$ cat src/rtl/muldiv_unit.sv
// muldiv_unit: iterative MULT/MULTU/DIV/DIVU engine with architectural HI/LO.
// Shift-add multiply and restoring divide, one bit per cycle, sign fix in FIX.
module muldiv_unit #(
   parameter int WIDTH = 32
) (
   input  logic             clk,
   input  logic             reset,
   input  logic             start,
   input  logic [1:0]       op,
   input  logic [WIDTH-1:0] a,
   input  logic [WIDTH-1:0] b,
   input  logic             hi_wr,
   input  logic             lo_wr,
   input  logic [WIDTH-1:0] wdata,
   output logic             busy,
   output logic             done,
   output logic [WIDTH-1:0] hi,
   output logic [WIDTH-1:0] lo
);

   localparam int CW = $clog2(WIDTH);

   typedef enum logic [1:0] {
      IDLE,
      RUN,
      FIX
   } state_t;

   state_t             state;
   logic [CW-1:0]      cnt;
   logic               is_div;
   logic               sa;
   logic               sb;
   logic [WIDTH-1:0]   a_raw;
   logic [2*WIDTH-1:0] acc;
   logic [WIDTH-1:0]   mag;
   logic [WIDTH-1:0]   quo;
   logic [WIDTH-1:0]   rem;

   logic               a_neg;
   logic               b_neg;
   logic [WIDTH-1:0]   amag;
   logic [WIDTH-1:0]   bmag;
   logic [WIDTH:0]     msum;
   logic [WIDTH:0]     rsh;
   logic [WIDTH:0]     rdiff;

   assign a_neg = op[0] & a[WIDTH-1];
   assign b_neg = op[0] & b[WIDTH-1];
   assign amag  = a_neg ? (~a + 1'b1) : a;
   assign bmag  = b_neg ? (~b + 1'b1) : b;

   // mag holds the multiplicand for MULT and the divisor for DIV
   assign msum  = {1'b0, acc[2*WIDTH-1:WIDTH]}
                + (acc[0] ? {1'b0, mag} : {(WIDTH+1){1'b0}});
   assign rsh   = {rem, quo[WIDTH-1]};
   assign rdiff = rsh - {1'b0, mag};

   always_ff @(posedge clk or negedge reset) begin
      if (!reset) begin
         state  <= IDLE;
         cnt    <= '0;
         hi     <= '0;
         lo     <= '0;
         busy   <= 1'b0;
         done   <= 1'b0;
         is_div <= 1'b0;
         sa     <= 1'b0;
         sb     <= 1'b0;
         a_raw  <= '0;
         acc    <= '0;
         mag    <= '0;
         quo    <= '0;
         rem    <= '0;
      end else begin
         done <= 1'b0;
         unique case (state)
            IDLE: begin
               if (start) begin
                  is_div <= op[1];
                  sa     <= a_neg;
                  sb     <= b_neg;
                  a_raw  <= a;
                  cnt    <= CW'(WIDTH - 1);
                  busy   <= 1'b1;
                  state  <= RUN;
                  if (op[1]) begin
                     mag <= bmag;
                     quo <= amag;
                     rem <= '0;
                  end else begin
                     mag <= amag;
                     acc <= {{WIDTH{1'b0}}, bmag};
                  end
               end else begin
                  if (hi_wr) hi <= wdata;
                  if (lo_wr) lo <= wdata;
               end
            end
            RUN: begin
               if (is_div) begin
                  if (!rdiff[WIDTH]) begin
                     rem <= rdiff[WIDTH-1:0];
                     quo <= {quo[WIDTH-2:0], 1'b1};
                  end else begin
                     rem <= rsh[WIDTH-1:0];
                     quo <= {quo[WIDTH-2:0], 1'b0};
                  end
               end else begin
                  acc <= {msum, acc[WIDTH-1:1]};
               end
               if (cnt == '0) state <= FIX;
               else           cnt   <= cnt - 1'b1;
            end
            FIX: begin
               busy  <= 1'b0;
               done  <= 1'b1;
               state <= IDLE;
               if (!is_div) begin
                  {hi, lo} <= (sa ^ sb) ? (~acc + 1'b1) : acc;
               end else if (mag == '0) begin
                  hi <= a_raw;
                  lo <= '1;
               end else begin
                  lo <= (sa ^ sb) ? (~quo + 1'b1) : quo;
                  hi <= sa ? (~rem + 1'b1) : rem;
               end
            end
            default: state <= IDLE;
         endcase
      end
   end

endmodule
$ cat config.mk
export PLATFORM = sky130hd
export DESIGN_NAME = muldiv_unit
export DESIGN_NICKNAME = d
export VERILOG_FILES = /design/src/rtl/muldiv_unit.sv
export SDC_FILE = /design/constraint.sdc
export NUM_CORES = 1
export LEC_CHECK = 0
export CAP_MARGIN = 20
export CELL_PAD_IN_SITES_DETAIL_PLACEMENT = 2
export CELL_PAD_IN_SITES_GLOBAL_PLACEMENT = 2
export CORE_UTILIZATION = 42
export CTS_CLUSTER_SIZE = 14
export DETAILED_ROUTE_END_ITERATION = 8
export DONT_BUFFER_PORTS = 1
export MAX_ROUTING_LAYER = met4
export PLACE_DENSITY = 0.85
export SYNTH_ARGS = -nofsm -noshare
export SYNTH_HDL_FRONTEND = slang
export SYNTH_SLANG_ARGS = --single-unit
$ cat constraint.sdc
create_clock -name clk -period 5.35 [get_ports clk]
set_input_delay 0.8025 -clock clk [delete_from_list [all_inputs] [get_ports clk]]
set_output_delay 0.8025 -clock clk [all_outputs]
set_load 0.03 [all_outputs]
== Word-level counts from Yosys, hierarchy flattened ==
Cells that the tools add are included.
Word-level totals
  logic and storage cells: 95
  register bits: 268
  output and inout port bits: 66
Cells by class
  equal/unequal tests: 12
  reduce and logical (&&, ||, !) cells: 13
  muxes and demuxes: 40
  $add $sub $neg: 8
  bitwise logic cells: 8
Operators by type and width (count)
  two-way mux 32 bit: 21
  two-way mux 64 bit: 4
  one-hot mux 32 bit (2 select lines): 4
  adder 32 x 1 -> 32 bit (second input constant): 4
  NOT 32 bit: 4
  one-hot mux 64 bit (2 select lines): 1
  adder 64 x 1 -> 64 bit (second input constant): 1
  NOT 64 bit: 1
  adder 32 x 32 -> 33 bit: 1
  subtractor 33 x 32 -> 33 bit: 1
  zero test 32 bit: 1
  inequality test 2 bit (second input constant): 10
  two-way mux 5 bit: 2
  one-hot mux 5 bit (2 select lines): 1
  AND reduction 3 bit: 3
  AND reduction 4 bit: 2
  AND reduction 2 bit: 3
  zero test 5 bit: 1
  subtractor 5 x 1 -> 5 bit (second input constant): 1
  two-way mux 2 bit: 2
  one-hot mux 2 bit (2 select lines): 1
  nonzero test 2 bit: 2
  two-way mux 1 bit: 3
  AND 1 bit: 2
  5 further kinds: 5

== Longest topological paths before layout ==
Gate-level depths: netlist of the first run.
  depth after elaboration: 6
  depth in mapped cells: 13

== Least setup slack after synthesis of the first run ==
Ideal clock, no wire load.
  path type: register -> register
  start: register acc[0]
  end: register acc[58]
  period minus slack after synthesis: 3219 ps
  arrival time: 3093 ps
  required time: 5224 ps
  cell stages (with the launch flop): 13
  setup slack: 2131 ps
  path buffers: 1
  path through: dfrtp_1 > inv_1 > clkbuf_1 > nor2_1 > ha_1 > and3_1 > a31oi_1 > o21ai_0 > a41o_1 > a2111oi_0 > nor2_1 > a31o_2 > a221o_1
Between the ends
  word-level cells in the longest chain between the ends: 4
RTL lines
  start, declared: line 35  | logic [2*WIDTH-1:0] acc;
  start signal, assigned: line 93  | acc <= {{WIDTH{1'b0}}, bmag};
  start signal, assigned: line 110  | acc <= {msum, acc[WIDTH-1:1]};
  two-way mux 32 bit: line 55  | + (acc[0] ? {1'b0, mag} : {(WIDTH+1){1'b0}});
  adder 32 x 32 -> 33 bit: line 55
  two-way mux 64 bit: line 101  | if (is_div) begin
  one-hot mux 64 bit (2 select lines): line 77  | unique case (state)
No other way between the ends. The select of a mux whose other input is x is not followed.
A chain may end at the register's enable or synchronous reset.

== Worst setup path in the final report of the first run ==
Ends and elaborated chain as after synthesis.

==> impl_metrics.json, run 1 <==
{
  "status": "finished with violations",
  "violations": "DRC, hold timing",
  "min_period_over_period_pct": 77.1,
  "grt_usage_pct": 40.0,
  "drv_cap": 0,
  "post_cts_buffers": 0,
  "ys_types": 90,
  "layout_common_cells": "nand2_1, o21ai_0, dfrtp_1, nor2_1, a21oi_1",
  "final_common_cell": "nand2_1",
  "die_w_um": 220,
  "rows": 79,
  "grt_pass1_vias": 21200,
  "syn_inst": 2480,
  "layout-drive-gt1-share_pct": 5.62,
  "tightest_slew_ns": 1.15,
  "drtIter0Drc": 1915,
  "synthTopCellsByArea": "dfrtp_1, o21ai_0, nand2_1",
  "grt_pass1_wl_mm": 139,
  "cts-htree-levels": 2,
  "path_max_fanout": 30,
  "avgSynthCellArea_um2": 8.05,
  "die_h_um": 220,
  "dp_hpwl_mm": 69.9,
  "drc_errors": 23,
  "p_clk_share_pct": 14.2,
  "netlist_area_um2": 20000,
  "synth_top_area_cell": "dfrtp_1",
  "fin_crit_ns": 4.13,
  "drt-total-wl_mm": 95.0,
  "design_area_um2": 21600,
  "clock_path_buffers": 3,
  "num_vias": 20100,
  "start_util_pct": 42.7,
  "critPathArrivalTime_ns": 4.56,
  "ys.flop_type": "dfrtp_1",
  "setup_viol": 0,
  "first_pass_iters": 7,
  "gp_congestion": 0.964,
  "postRouteAntennaNets": 0,
  "power_density_nw_per_um2": 824,
  "via_per_inst": 6.63,
  "grt_max_degree": 269,
  "critPathLaunchType": "register",
  "ys_async_sr_fraction_pct": 100,
  "synth.yosys.seq_area_share_pct": 33.6,
  "seqPwrFrac_pct": 27.6,
  "cts.repair.resized": 0,
  "cts.clk_slew.worst_paths_ns": 0.06,
  "maxSlewHeadroom_pct": 22.9,
  "maxSlewViolCount": 0,
  "wire_per_inst_um": 31.3,
  "p_sw_uw": 9650,
  "clockRootBuffer": "clkbuf_16",
  "coreArea_um2": 46800,
  "fmax_ghz": 0.242,
  "holdWs_ns": -0.0677,
  "synth-edff-count": 0,
  "ys_ff_latch": 268,
  "ir_drop_mv": 0.319,
  "path_class": "register to register",
  "power_leakage_uw": 0.00919,
  "grt-ovfl-total": 0,
  "hp-class": "primary input to asynchronous set/reset pin",
  "fin_setup_tns_ns": 0,
  "io_buffers": 0,
  "power_frac_comb_pct": 58.1,
  "insertion_delay_ns": 0.57,
  "ios": 169,
  "antenna_found_initial": 6,
  "clock_skew_ns": 0.0361,
  "switching_share_pct": 54.1,
  "die_area_um2": 48400,
  "area_growth_pct": 8.27,
  "yosysWarningCount": 0,
  "cts_tree": "done",
  "nNetsFinal": 2573,
  "cp.required_ns": 5.78,
  "crit_path_end_kind": "register",
  "syn-num-nets": 2656,
  "intPower_uw": 8170,
  "dpl_cell_area_um2": 20400,
  "clock-sinks": 268,
  "final_hold_viol_count": 101,
  "rsz0062_at_grt": "false",
  "fill_cells": 5214,
  "cts_buffers": 36,
  "synth_top_area_share_pct": 33.6
}
-- path summary, 6_finish.rpt --
kind,startpoint,endpoint,slack [ns],depth (start not counted)
worst min register to register,a_raw[12],a_raw[12],0.49,2
min in group clk,a[15],a_raw[15],0.35,2
worst max-delay path,acc[0],acc[58],1.22,12
max in group asynchronous,reset,rem[12],4.93,0
worst max register to register,acc[0],acc[58],1.22,12
worst min-delay path,reset,lo[12],-0.07,0
-- power by group through the flow --
stage	registers [µW]	logic, µW	clock network, µW
6_report	4930	10400	2540
5_1_grt	5000	11100	2620
4_1_cts	4860	10100	2550
3_5_place_dp	4850	9900	0
3_3_place_gp	4750	9350	0
2_1_floorplan	4190	7190	0
-- worst max-delay path: stages, from the launching register on --
cell and delay (ns):
dfrtp_1 0.45, inv_1 0.16, buf_4 0.34, nor2_1 0.09, ha_1 0.34, o21ai_0 0.30, o21ai_0 0.16, and2_1 0.20
a41o_1 0.29, a2111oi_0 0.70, nor2_1 0.33, a31o_2 0.33, a221o_1 0.29
-- stage by stage --
stage / setup slack, ns / utilization [%] / power (µW) / std cells / hold WS, ns
3_3_place_gp: 1.52 / 43.6 / 14100 / 2964 / 0.464
4_1_cts: 1.38 / 46.1 / 17500 / 3026 / -0.0806
3_5_place_dp: 1.43 / 43.6 / 14700 / 2964 / 0.464
5_1_grt: 0.998 / 46.2 / 18700 / 3034 / -0.0776
6_report: 1.22 / 46.2 / 17800 / 3034 / -0.0677
2_1_floorplan: 2.13 / - / 11400 / 2480 / 0.440
-- sequential cells by signal, indices dropped and copies added (netlist names), 2 cells and up --
signal,count
lo,32
a_raw,32
mag,32
rem,32
acc,64
hi,32
quo,32
state,2
cnt,5
-- cell type report --
cell class                 count  area (µm²)  share of cell area, %
antenna                        6        15.0                 0.0694
sequential                   268        6710                   31.0
clock buffer                  46        1030                   4.76
inverter                      74         278                   1.28
tap                          607         759                   3.51
timing repair buffer          25         208                  0.961
multi-input combinational   1992       12500                   57.6
clock inverter                16         173                  0.799
-- cells in the mapped netlist (5+ instances only) --
master / n
a31oi_1: 28
ha_1: 71
a32oi_1: 10
o21a_1: 10
o21bai_1: 6
dfrtp_1: 268
o21ai_0: 278
nand3_1: 28
mux2i_1: 107
o221ai_1: 23
buf_1: 16
or2_2: 8
o31ai_1: 42
and2_1: 12
o21ai_1: 8
a211oi_1: 15
a31o_2: 5
or3_1: 24
nand2b_1: 21
nor4_1: 23
and3_1: 18
a21oi_1: 186
o211ai_1: 26
inv_1: 72
a221oi_1: 7
o41ai_1: 15
nand2_1: 355
or4_1: 11
o31a_1: 6
buf_2: 7
a41oi_1: 7
xnor2_1: 121
xor2_1: 107
a21o_1: 30
nor3b_1: 7
nor3_1: 41
clkbuf_1: 119
nor2b_1: 8
nor2_1: 230
nand4_1: 15
-- metal layers --
| layer | part of all wire, % | track usage (%) | wire, µm | vias up |
|---|---|---|---|---|
| met4 | 4.2 | 15.8 | 3970 | 0 |
| met3 | 8.2 | 8.72 | 7790 | 208 |
| met1 | 43 | 51.1 | 40400 | 10400 |
| li1 | - | - | - | 8669 |
| met5 | 0 | - | 0 | - |
| met2 | 45 | 61.6 | 42800 | 866 |
-- cell families after synthesis --
| group | synth area share, % |
|---|---|
| AOI/OAI and AO/OA | 23.0 |
| xor gates and xnor gates | 10.0 |
| adders and majority gates | 4.65 |
| buffers and inverters | 4.28 |
| DFF | 33.6 |
| muxes | 5.59 |
| and+or+nand+nor | 18.9 |
Power figures use the tool's default switching activity.
==> inputs of run 2 (changes only) <==
--- a/config.mk
+++ b/config.mk
@@ -8,12 +8,12 @@
 export CAP_MARGIN = 20
 export CELL_PAD_IN_SITES_DETAIL_PLACEMENT = 2
 export CELL_PAD_IN_SITES_GLOBAL_PLACEMENT = 2
-export CORE_UTILIZATION = 42
+export CORE_UTILIZATION = 39
 export CTS_CLUSTER_SIZE = 14
 export DETAILED_ROUTE_END_ITERATION = 8
 export DONT_BUFFER_PORTS = 1
 export MAX_ROUTING_LAYER = met4
-export PLACE_DENSITY = 0.85
+export PLACE_DENSITY = 0.8
 export SYNTH_ARGS = -nofsm -noshare
 export SYNTH_HDL_FRONTEND = slang
 export SYNTH_SLANG_ARGS = --single-unit
==> constraint.sdc (replaced) <==
create_clock -name clk -period 4.31 [get_ports clk]
set_input_delay 0.6465 -clock clk [delete_from_list [all_inputs] [get_ports clk]]
set_output_delay 0.6465 -clock clk [all_outputs]
set_load 0.03 [all_outputs]
==> run 2 against run 1 <==
Against the previous run: clock power is 30% higher; the flow finishes with violations (hold timing); wire length down 3.9%; clock skew fell by 0.011 ns; total power increased by 24%.
==> impl_metrics.json, run 2 (synthesis gave the netlist of run 1 again) <==
{
  "regMostFlops": "acc",
  "first_pass_iters": 6,
  "design_area_um2": 21900,
  "coreArea_um2": 50400,
  "power_density_nw_per_um2": 1010,
  "clock_path_buffers": 3,
  "nNetsFinal": 2593,
  "cts-htree-levels": 2,
  "critPathLaunchType": "register",
  "fin_setup_tns_ns": 0,
  "r2r_end": "acc[58]",
  "switching_share_pct": 53.2,
  "cts.repair.resized": 0,
  "dp_hpwl_mm": 70.3,
  "crit_path_cell_trace": "inv_1 -> buf_4 -> nor2_1 -> ha_1 -> a21oi_1 -> o21bai_1 -> a21oi_1 -> o21ai_0 -> a2111oi_0 -> buf_4 -> nor2_1 -> a31o_2 -> a221o_1",
  "die_w_um": 228,
  "post_cts_buffers": 0,
  "r2r_setup_slack_ns": 0.43,
  "clockRootBuffer": "clkbuf_16",
  "cts_tree": "done",
  "clock_skew_ns": 0.0248,
  "power_frac_comb_pct": 57.7,
  "fill_cells": 5625,
  "multi_input_area_um2": 12500,
  "drt-total-wl_mm": 91.3,
  "violations": "hold timing",
  "layout_common_cells": "nand2_1, o21ai_0, dfrtp_1, nor2_1, a21oi_1",
  "worst_slack_ns": 0.426,
  "final_hold_viol_count": 268,
  "ios": 169,
  "drtIter0Drc": 1604,
  "pre_cts_ws_ns": 0.590,
  "rr_startpoint": "acc[0]",
  "drc_errors": 0,
  "path_class": "register to register",
  "ir_drop_mv": 0.628,
  "cts_buffers": 37,
  "num_vias": 19800,
  "fin_crit_ns": 3.88,
  "critPathMaxStageDelay_ns": 0.57,
  "p_sw_uw": 11800,
  "insertion_delay_ns": 0.59,
  "tightest_slew_ns": 1.10,
  "layout-drive-gt1-share_pct": 6.18,
  "status": "finished with violations",
  "grt-ovfl-total": 0,
  "intPower_uw": 10400,
  "rr_worst_depth": 13,
  "cp.required_ns": 4.77,
  "slowest_stage": "a2111oi_0",
  "power_leakage_uw": 0.00929,
  "maxSlewViolCount": 0,
  "critPathArrivalTime_ns": 4.34,
  "min_period_over_period_pct": 90.1,
  "final-seq-area_um2": 6710,
  "setup_viol": 0,
  "final_common_cell": "nand2_1",
  "start_util_pct": 39.6,
  "path_max_fanout": 22,
  "p_clk_share_pct": 14.9,
  "die_area_um2": 52100,
  "grt_pass1_vias": 20800,
  "hp-class": "primary input to asynchronous set/reset pin",
  "die_h_um": 228,
  "holdWs_ns": -0.239,
  "gp_congestion": 0.967,
  "wire_per_inst_um": 29.3,
  "dpl_cell_area_um2": 20600,
  "rows": 82,
  "grt_usage_pct": 35.8,
  "postRouteAntennaNets": 0,
  "io_buffers": 0,
  "grt_pass1_wl_mm": 138,
  "largest_reg_flops": 64,
  "maxSlewHeadroom_pct": 26.7,
  "area_growth_pct": 9.66,
  "clock-sinks": 268,
  "fmax_ghz": 0.257,
  "antenna_found_initial": 3,
  "rsz0062_at_grt": "false",
  "drv_cap": 0,
  "crit_path_end_kind": "register",
  "cts.clk_slew.worst_paths_ns": 0.06,
  "seqPwrFrac_pct": 27.4,
  "grt_max_degree": 269,
  "via_per_inst": 6.34
}
run 2: per-layer routing:
layer  track usage (%)  wire length [µm]  vias to the layer above
met5                 -                 0                        -
met4              11.4              3150                        0
met3              6.81              6370                      145
met2              54.6             40600                      660
met1              47.7             41200                    10200
li1                  -                 -                     8717
run 2: worst max-delay path by stage:
| stage | slack, ns | depth (start not counted) | startpoint | endpoint |
|---|---|---|---|---|
| 3_3_place_gp | 0.70 | 12 | acc[0] | acc[61] |
| 4_1_cts | 0.56 | 13 | acc[0] | acc[58] |
| 3_5_place_dp | 0.59 | 13 | acc[0] | acc[58] |
| 6_report | 0.43 | 13 | acc[0] | acc[58] |
| 5_1_grt | 0.22 | 12 | acc[0] | acc[61] |
| 2_1_floorplan | 1.09 | 12 | acc[0] | acc[58] |
run 2: worst max-delay path: cells and delay by family (launching register included):
kind                     cells  cell delay [ns]
adder cells (fa/ha/maj)      1             0.38
AO/OA/AOI/OAI                7             1.91
flip-flops                   1             0.43
buffers and inverters        3             0.81
AND/OR/NAND/NOR              2             0.21
run 2: through the flow:
stage	hold slack, ns	std cells	total power (µW)	util (%)
floorplan	0.351	2480	14100	-
global placement	0.360	3050	17900	41.0
detailed placement	0.359	3050	18500	41.0
CTS	-0.264	3114	22000	43.5
global route	-0.260	3116	23400	43.5
finish	-0.239	3116	22100	43.5
run 2: power groups by stage:
stage	logic (µW)	registers, µW	clock network, µW
final	12800	6060	3310
after global routing	13800	6170	3430
after CTS	12600	6000	3350
after detailed placement	12500	6040	0
after global placement	12000	5970	0
after floorplan	8920	5210	0
run 2: area by class of cell:
type | count | area share, %
well taps | 672 | 3.84
repair buffers | 44 | 1.62
clock inverters | 15 | 1.09
multi-input cells | 1992 | 56.9
flip-flops and latches | 268 | 30.6
diodes | 2 | 0.0229
clock buffers | 49 | 4.66
inverters | 74 | 1.27
